### config.mk
export PLATFORM = sky130hd
export DESIGN_NAME = pipe_ctrl
export DESIGN_NICKNAME = d
export VERILOG_FILES = /design/src/rtl/pipe_ctrl.sv
export SDC_FILE = /design/constraint.sdc
export NUM_CORES = 1
export LEC_CHECK = 0
export BUFFER_PORTS_ARGS = -buffer_cell sky130_fd_sc_hd__buf_4
export CORE_MARGIN = 5
export CORE_UTILIZATION = 45
export DETAILED_ROUTE_END_ITERATION = 10
export PLACE_DENSITY = 0.87
export SKIP_CTS_REPAIR_TIMING = 1
export SYNTH_ARGS = -nofsm -noshare
export SYNTH_HDL_FRONTEND = slang
export SYNTH_SLANG_ARGS = --single-unit
### constraint.sdc
create_clock -name clk -period 2 [get_ports clk]
set_input_delay 0.2 -clock clk [delete_from_list [all_inputs] [get_ports clk]]
set_output_delay 0.2 -clock clk [all_outputs]
set_load 0.02 [all_outputs]
### src/rtl/pipe_ctrl.sv
// Pipeline hazard / memory-wait controller: freeze on outstanding data access, redirect flush,
// load-use bubble, and data-memory timeout abort. Optional PIPE_CTRL_PERF_EN adds perf counters.
module pipe_ctrl #(
  parameter int unsigned MEM_TIMEOUT = 16
) (
  input  logic        clk,
  input  logic        rst,
  input  logic [4:0]  id_rs1,
  input  logic [4:0]  id_rs2,
  input  logic        id_uses_rs1,
  input  logic        id_uses_rs2,
  input  logic [4:0]  ex_rd,
  input  logic        ex_mem_to_reg,
  input  logic        ex_redirect,
  input  logic        mem_access,
  input  logic        dmem_ack,
  output logic        dmem_req,
  output logic        pc_stall,
  output logic        if_id_stall,
  output logic        id_ex_stall,
  output logic        ex_mem_stall,
  output logic        if_id_flush,
  output logic        id_ex_flush,
  output logic        ex_mem_flush,
  output logic        mem_wb_flush,
  output logic        mem_err,
  output logic        state_dbg
`ifdef PIPE_CTRL_PERF_EN
  ,
  output logic [31:0] perf_stall_cnt,
  output logic [31:0] perf_flush_cnt
`endif
);

  typedef enum logic {
    S_RUN  = 1'b0,
    S_WAIT = 1'b1
  } state_t;

  localparam logic [7:0] TIMEOUT_W = 8'(MEM_TIMEOUT);

  state_t     state, state_next;
  logic [7:0] wcnt, wcnt_next;
  logic       abort_next;
  logic       freeze, redirect, load_use, hazard;

  // mem_err doubles as the abort-cycle marker: the aborted access must not re-freeze.
  always_comb begin
    hazard = ex_mem_to_reg && (ex_rd != 5'd0) &&
             ((id_uses_rs1 && (id_rs1 == ex_rd)) || (id_uses_rs2 && (id_rs2 == ex_rd)));
    freeze   = mem_access && !dmem_ack && !mem_err;
    redirect = !freeze && ex_redirect;
    load_use = !freeze && !ex_redirect && hazard;
  end

  always_comb begin
    state_next = state;
    wcnt_next  = wcnt;
    abort_next = 1'b0;
    case (state)
      S_RUN: begin
        if (freeze) begin
          state_next = S_WAIT;
          wcnt_next  = 8'd1;
        end
      end
      S_WAIT: begin
        if (!freeze) begin
          state_next = S_RUN;
          wcnt_next  = 8'd0;
        end else if (wcnt == TIMEOUT_W) begin
          state_next = S_RUN;
          wcnt_next  = 8'd0;
          abort_next = 1'b1;
        end else begin
          wcnt_next = wcnt + 8'd1;
        end
      end
      default: begin
        state_next = S_RUN;
        wcnt_next  = 8'd0;
      end
    endcase
  end

  always_ff @(posedge clk or posedge rst) begin
    if (rst) begin
      state   <= S_RUN;
      wcnt    <= 8'd0;
      mem_err <= 1'b0;
    end else begin
      state   <= state_next;
      wcnt    <= wcnt_next;
      mem_err <= abort_next;
    end
  end

  always_comb begin
    dmem_req     = mem_access && !mem_err;
    pc_stall     = freeze || load_use;
    if_id_stall  = freeze || load_use;
    id_ex_stall  = freeze;
    ex_mem_stall = freeze;
    if_id_flush  = redirect;
    id_ex_flush  = redirect || load_use;
    ex_mem_flush = mem_err;
    mem_wb_flush = freeze;
    state_dbg    = (state == S_WAIT);
  end

`ifdef PIPE_CTRL_PERF_EN
  always_ff @(posedge clk or posedge rst) begin
    if (rst) begin
      perf_stall_cnt <= 32'd0;
      perf_flush_cnt <= 32'd0;
    end else begin
      if (pc_stall) perf_stall_cnt <= perf_stall_cnt + 32'd1;
      if (if_id_flush || id_ex_flush) perf_flush_cnt <= perf_flush_cnt + 32'd1;
    end
  end
`endif

endmodule

---- Word level (Yosys, flattened, before mapping) ----
Cells that the tools add are included.
storage, ports and cells
  output and inout bits ................... 11
  input port bits ......................... 23
  word-level logic and storage cells ...... 38
  register bits after elaboration ......... 10
cells by class
  muxes and demuxes ....................... 11
  equality and inequality tests ........... 4
  add/subtract/negate cells ............... 1
  bitwise logic cells ..................... 1
  reduce and logical (&&, ||, !) cells .... 18
operators with widths
  cell                 number
  $mux 8               3
  $pmux 8 s2           1
  $eq 5x5->1           2
  $logic_and 1x1->1    10
  $add 8x1->8 const B  1
  $eq 8x5->1 const B   1
  $mux 1               6
  $reduce_bool 5->1    1
  $logic_not 1->1      4
  $logic_or 1x1->1     3
  $ne 2x2->1 const B   1
  $pmux 1 s2           1
  $not 1->1            1

---- Logic depth before layout (Yosys ltp) ----
  depth in word-level cells ............... 7
  mapped depth ............................ 7
  depth with buffers taken out ............ 6

---- Worst setup path after synthesis ----
Ideal clock, no wire load.
  kind .................................... in2out
  start point ............................. in ex_rd[3]
  end point ............................... out pc_stall
  buffers on the path ..................... 1
  data required time ...................... 1.800 ns
  path slack .............................. 0.151 ns
  stages on the path ...................... 5
  data arrival time ....................... 1.649 ns
  cells stage by stage .................... xor2_1 nor4_1 a32oi_1 o31ai_1 buf_4
between the ends
  word-level cells in the longest chain between the ends .. 6
  elaborated cells between the ends (all ways) .. 10
  classes of those cells .................. eq/ne: 2; reduce/logical: 8
ends and longest elaborated chain
  item                   line  source
  start: declaration     12    input logic [4:0] ex_rd,
  $eq 5x5->1             50    ((id_uses_rs1 && (id_rs1 == ex_rd)) || (id_uses_rs2 && (id_rs2 == ex_rd)));
  $logic_and 1x1->1      50
  $logic_or 1x1->1       50
  $logic_and 1x1->1 (*)  49    hazard = ex_mem_to_reg && (ex_rd != 5'd0) &&
  $logic_and 1x1->1 (*)  53    load_use = !freeze && !ex_redirect && hazard;
  $logic_or 1x1->1 (*)   -
  end: declaration       18    output logic pc_stall,
Every way passes the cells marked *; elsewhere a longest branch is shown, timed or not.

---- Worst setup path in the final report ----
  start point ............................. reg wcnt[0]
  end point ............................... reg wcnt[6]
between the ends
  word-level cells in the longest chain between the ends .. 4
  elaborated cells between the ends (all ways) .. 5
  classes of those cells .................. add/sub: 1; eq/ne: 1; mux: 3
ends and longest elaborated chain
  item                                              line    source
  start: declaration                                43      logic [7:0] wcnt, wcnt_next;
  start signal: assignment                          93      wcnt <= wcnt_next;
  $add 8x1->8 / $eq 8x5->1 (equally long branches)  76, 71
  $mux 8 (*)                                        71      end else if (wcnt == TIMEOUT_W) begin
  $mux 8 (*)                                        68      if (!freeze) begin
  $pmux 8 s2 (*)                                    60      case (state)
Marks and branches as above.
A chain may end at the register's enable or synchronous reset.

==> results.ini <==
[drt]
drt-met1-wl_um=735
wl_per_cell_um=14.3
drt_iter0_markers=7
topRoutingLayerUsed=met4
routed-wl-met3_um=87
routed_wl_mm=1.83
antenna_left=0
vias_per_cell=5.48
vias=702
wl_met2_um=986
drc=0
first_pass_iters=4

[worst_setup_path]
critPathTopFamily=compound AO/OA/AOI/OAI gates
crit_required_ns=2.15
crit_path_start_kind=register
max_stage_delay_ns=0.50
arrival_ns=1.92
critical_path.slowest_cell=o311a_1
path_class=reg2reg
crit_buf_inv=1
crit_path_end_kind=register
cp_cell_sequence=inv_1 > ha_1 > nand4bb_1 > o311a_1 > a21o_1 > a22o_1
path_max_fanout=12
r2r_cells=6
critical_path_depth=6

[timing]
finClkSkew_ns=0.00203
worstMarginPinSlew_ns=0.399
post-route-period-util_pct=88.6
finalSetupTns_ns=0
setup_ws_ns=0.229
setup_viol=0
hold_violations=0
fmax_mhz=565
period_minus_slack_ns=1.77
rsz0062_at_grt=no
maxSlewHeadroom_pct=73.4
drv_slew=0

[run_status]
status=completed

[pwr]
share_seq_of_total_power_pct=44.9
sw_frac_of_total_pct=29.0
clkPwrFrac_pct=27.4
p_comb_share_pct=27.8
p_int_w=0.000351
power_leakage_nw=0.496
powerDensity_nw_per_um2=505
power_switching_w=0.000144
peakVddDrop_v=0.000247

[global_route]
grt_pass1_wl_mm=3.06
grt-ovfl-total=0
grt_pass1_vias=719
antenna_found_initial=0
grt_max_degree=13
gr-usage-all-layers_pct=15.6

[finish]
fillCellCount=131
drive_gt1_share_pct=36.6
fin_cells=128
area_growth_pct=35.0
n_antenna_cell=0
final_nets=139

[floorplan]
die_x_um=50.2
die-area_um2=2520
io_pins=34
coreArea_um2=1520
rows=14
dieHeight_um=50.2
initial_utilization_pct=47.6

[logic_synthesis]
yosys_warnings=0
ys_ff_latch=10
syn-mean-instance-area_um2=8.96
synth_common_cells=10 x dfrtp_1, 9 x xor2_1, 6 x nand2_1, 5 x a21oi_1
post_synth_instance_area_um2=726
yosys_most_used_dff=dfrtp_1
yosys.cell_count.top_type=dfrtp_1
yosysTopAreaCell=dfrtp_1
synth_area_leaders=dfrtp_1 34%, xor2_1 11%, buf_4 4.1%
synth_edf_count=0
synth.top_cell.area_share_pct=34.5
ys_types=32
ys_seq_area_share_pct=34.5
syn_nets=106
synthCells=81
async_flop_share_pct=100

[clock_tree]
cts_max_level=1
cts_buffers=3
clk_pin_slew_ns=0.06
clockBufferDepth=2
clock_latency_ns=0.26
cts_tree=built
cts_sinks=10
root_buffer=clkbuf_4

[place]
gp_congestion=0.838
post-dp-hpwl_mm=1.47
numPortBuffers=33
post-place-ws_ns=0.251
dpl.cell_count=124

[flow_run]
cap_violations=0

[min_path]
hold_depth=3
hold_class=in2reg

-- cells by family after synthesis --
| kind of cell | share of synthesized area (%) |
|---|---|
| buffers and inverters | 8.96 |
| xor gates and xnor gates | 13.3 |
| AOI/OAI and AO/OA | 19.5 |
| adders and majority gates | 3.45 |
| DFF | 34.5 |
| and+or+nand+nor | 20.3 |
-- final timing paths --
check | from | to | slack (ns)
max in group asynchronous | rst | wcnt[4]$_DFFE_PP0P_ | 1.25
min reg2reg | wcnt[7]$_DFFE_PP0P_ | wcnt[7]$_DFFE_PP0P_ | 0.49
min | dmem_ack | state_dbg$_DFF_PP0_ | 0.25
min in group asynchronous | rst | ex_mem_flush$_DFF_PP0_ | 0.47
max | wcnt[0]$_DFFE_PP0P_ | wcnt[6]$_DFFE_PP0P_ | 0.23
max reg2reg | wcnt[0]$_DFFE_PP0P_ | wcnt[6]$_DFFE_PP0P_ | 0.23
-- per-layer routing --
layer,vias to the layer above,track usage [%]
met3,4,3.85
met5,-,0
met1,324,17.3
li1,352,-
met4,0,7.42
met2,22,27.4
-- registers in the layout, indices dropped and copies added, names as in the netlist --
name	flops
state_dbg	1
wcnt	8
ex_mem_flush	1
-- per-stage QoR --
stage | area (µm²) | hold WS, ns | utilization (%) | power (W)
2_1_floorplan | 726 | 0.0402 | - | 0.000299
3_3_place_gp | 947 | 0.203 | 62.2 | 0.000357
3_5_place_dp | 947 | 0.209 | 62.2 | 0.000361
4_1_cts | 970 | -0.0730 | 63.6 | 0.000497
5_1_grt | 980 | 0.249 | 64.3 | 0.000526
6_report | 980 | 0.249 | 64.3 | 0.000494
-- cell type report --
| cell class | instances | area (µm²) | share of cell area, % |
|---|---|---|---|
| inverter | 5 | 18.8 | 1.92 |
| clock buffer | 3 | 22.5 | 2.30 |
| multi-input combinational | 60 | 410 | 41.9 |
| tap | 16 | 20.0 | 2.04 |
| sequential | 10 | 250 | 25.5 |
| timing repair buffer | 34 | 258 | 26.3 |
-- power groups by stage --
| stage | combinational [W] | sequential (W) | clock (W) |
|---|---|---|---|
| 2_1_floorplan | 0.0000747 | 0.000224 | 0 |
| 3_3_place_gp | 0.000132 | 0.000225 | 0 |
| 3_5_place_dp | 0.000136 | 0.000225 | 0 |
| 4_1_cts | 0.000137 | 0.000222 | 0.000138 |
| 5_1_grt | 0.000153 | 0.000223 | 0.000150 |
| 6_report | 0.000137 | 0.000222 | 0.000135 |
-- layout by cell type (no fill, tap or decap), types with 2 or more instances in the layout --
master    count
a21oi_1       5
and3_1        3
a22o_1        2
nand3_1       2
a41oi_1       2
inv_1         4
or2_2         2
xor2_1        9
clkbuf_4      3
buf_4        33
o31ai_1       2
ha_1          2
a31oi_1       4
dfrtp_1      10
nand2_1       6
nor4_1        2
o21ai_0       3
xnor2_1       2
nor2_1        3
-- tightest hold or removal path: stages --
cell      delay (ns)
buf_4           0.07
nand2b_2        0.14
a21oi_1         0.05
Power figures use the tool's default switching activity.
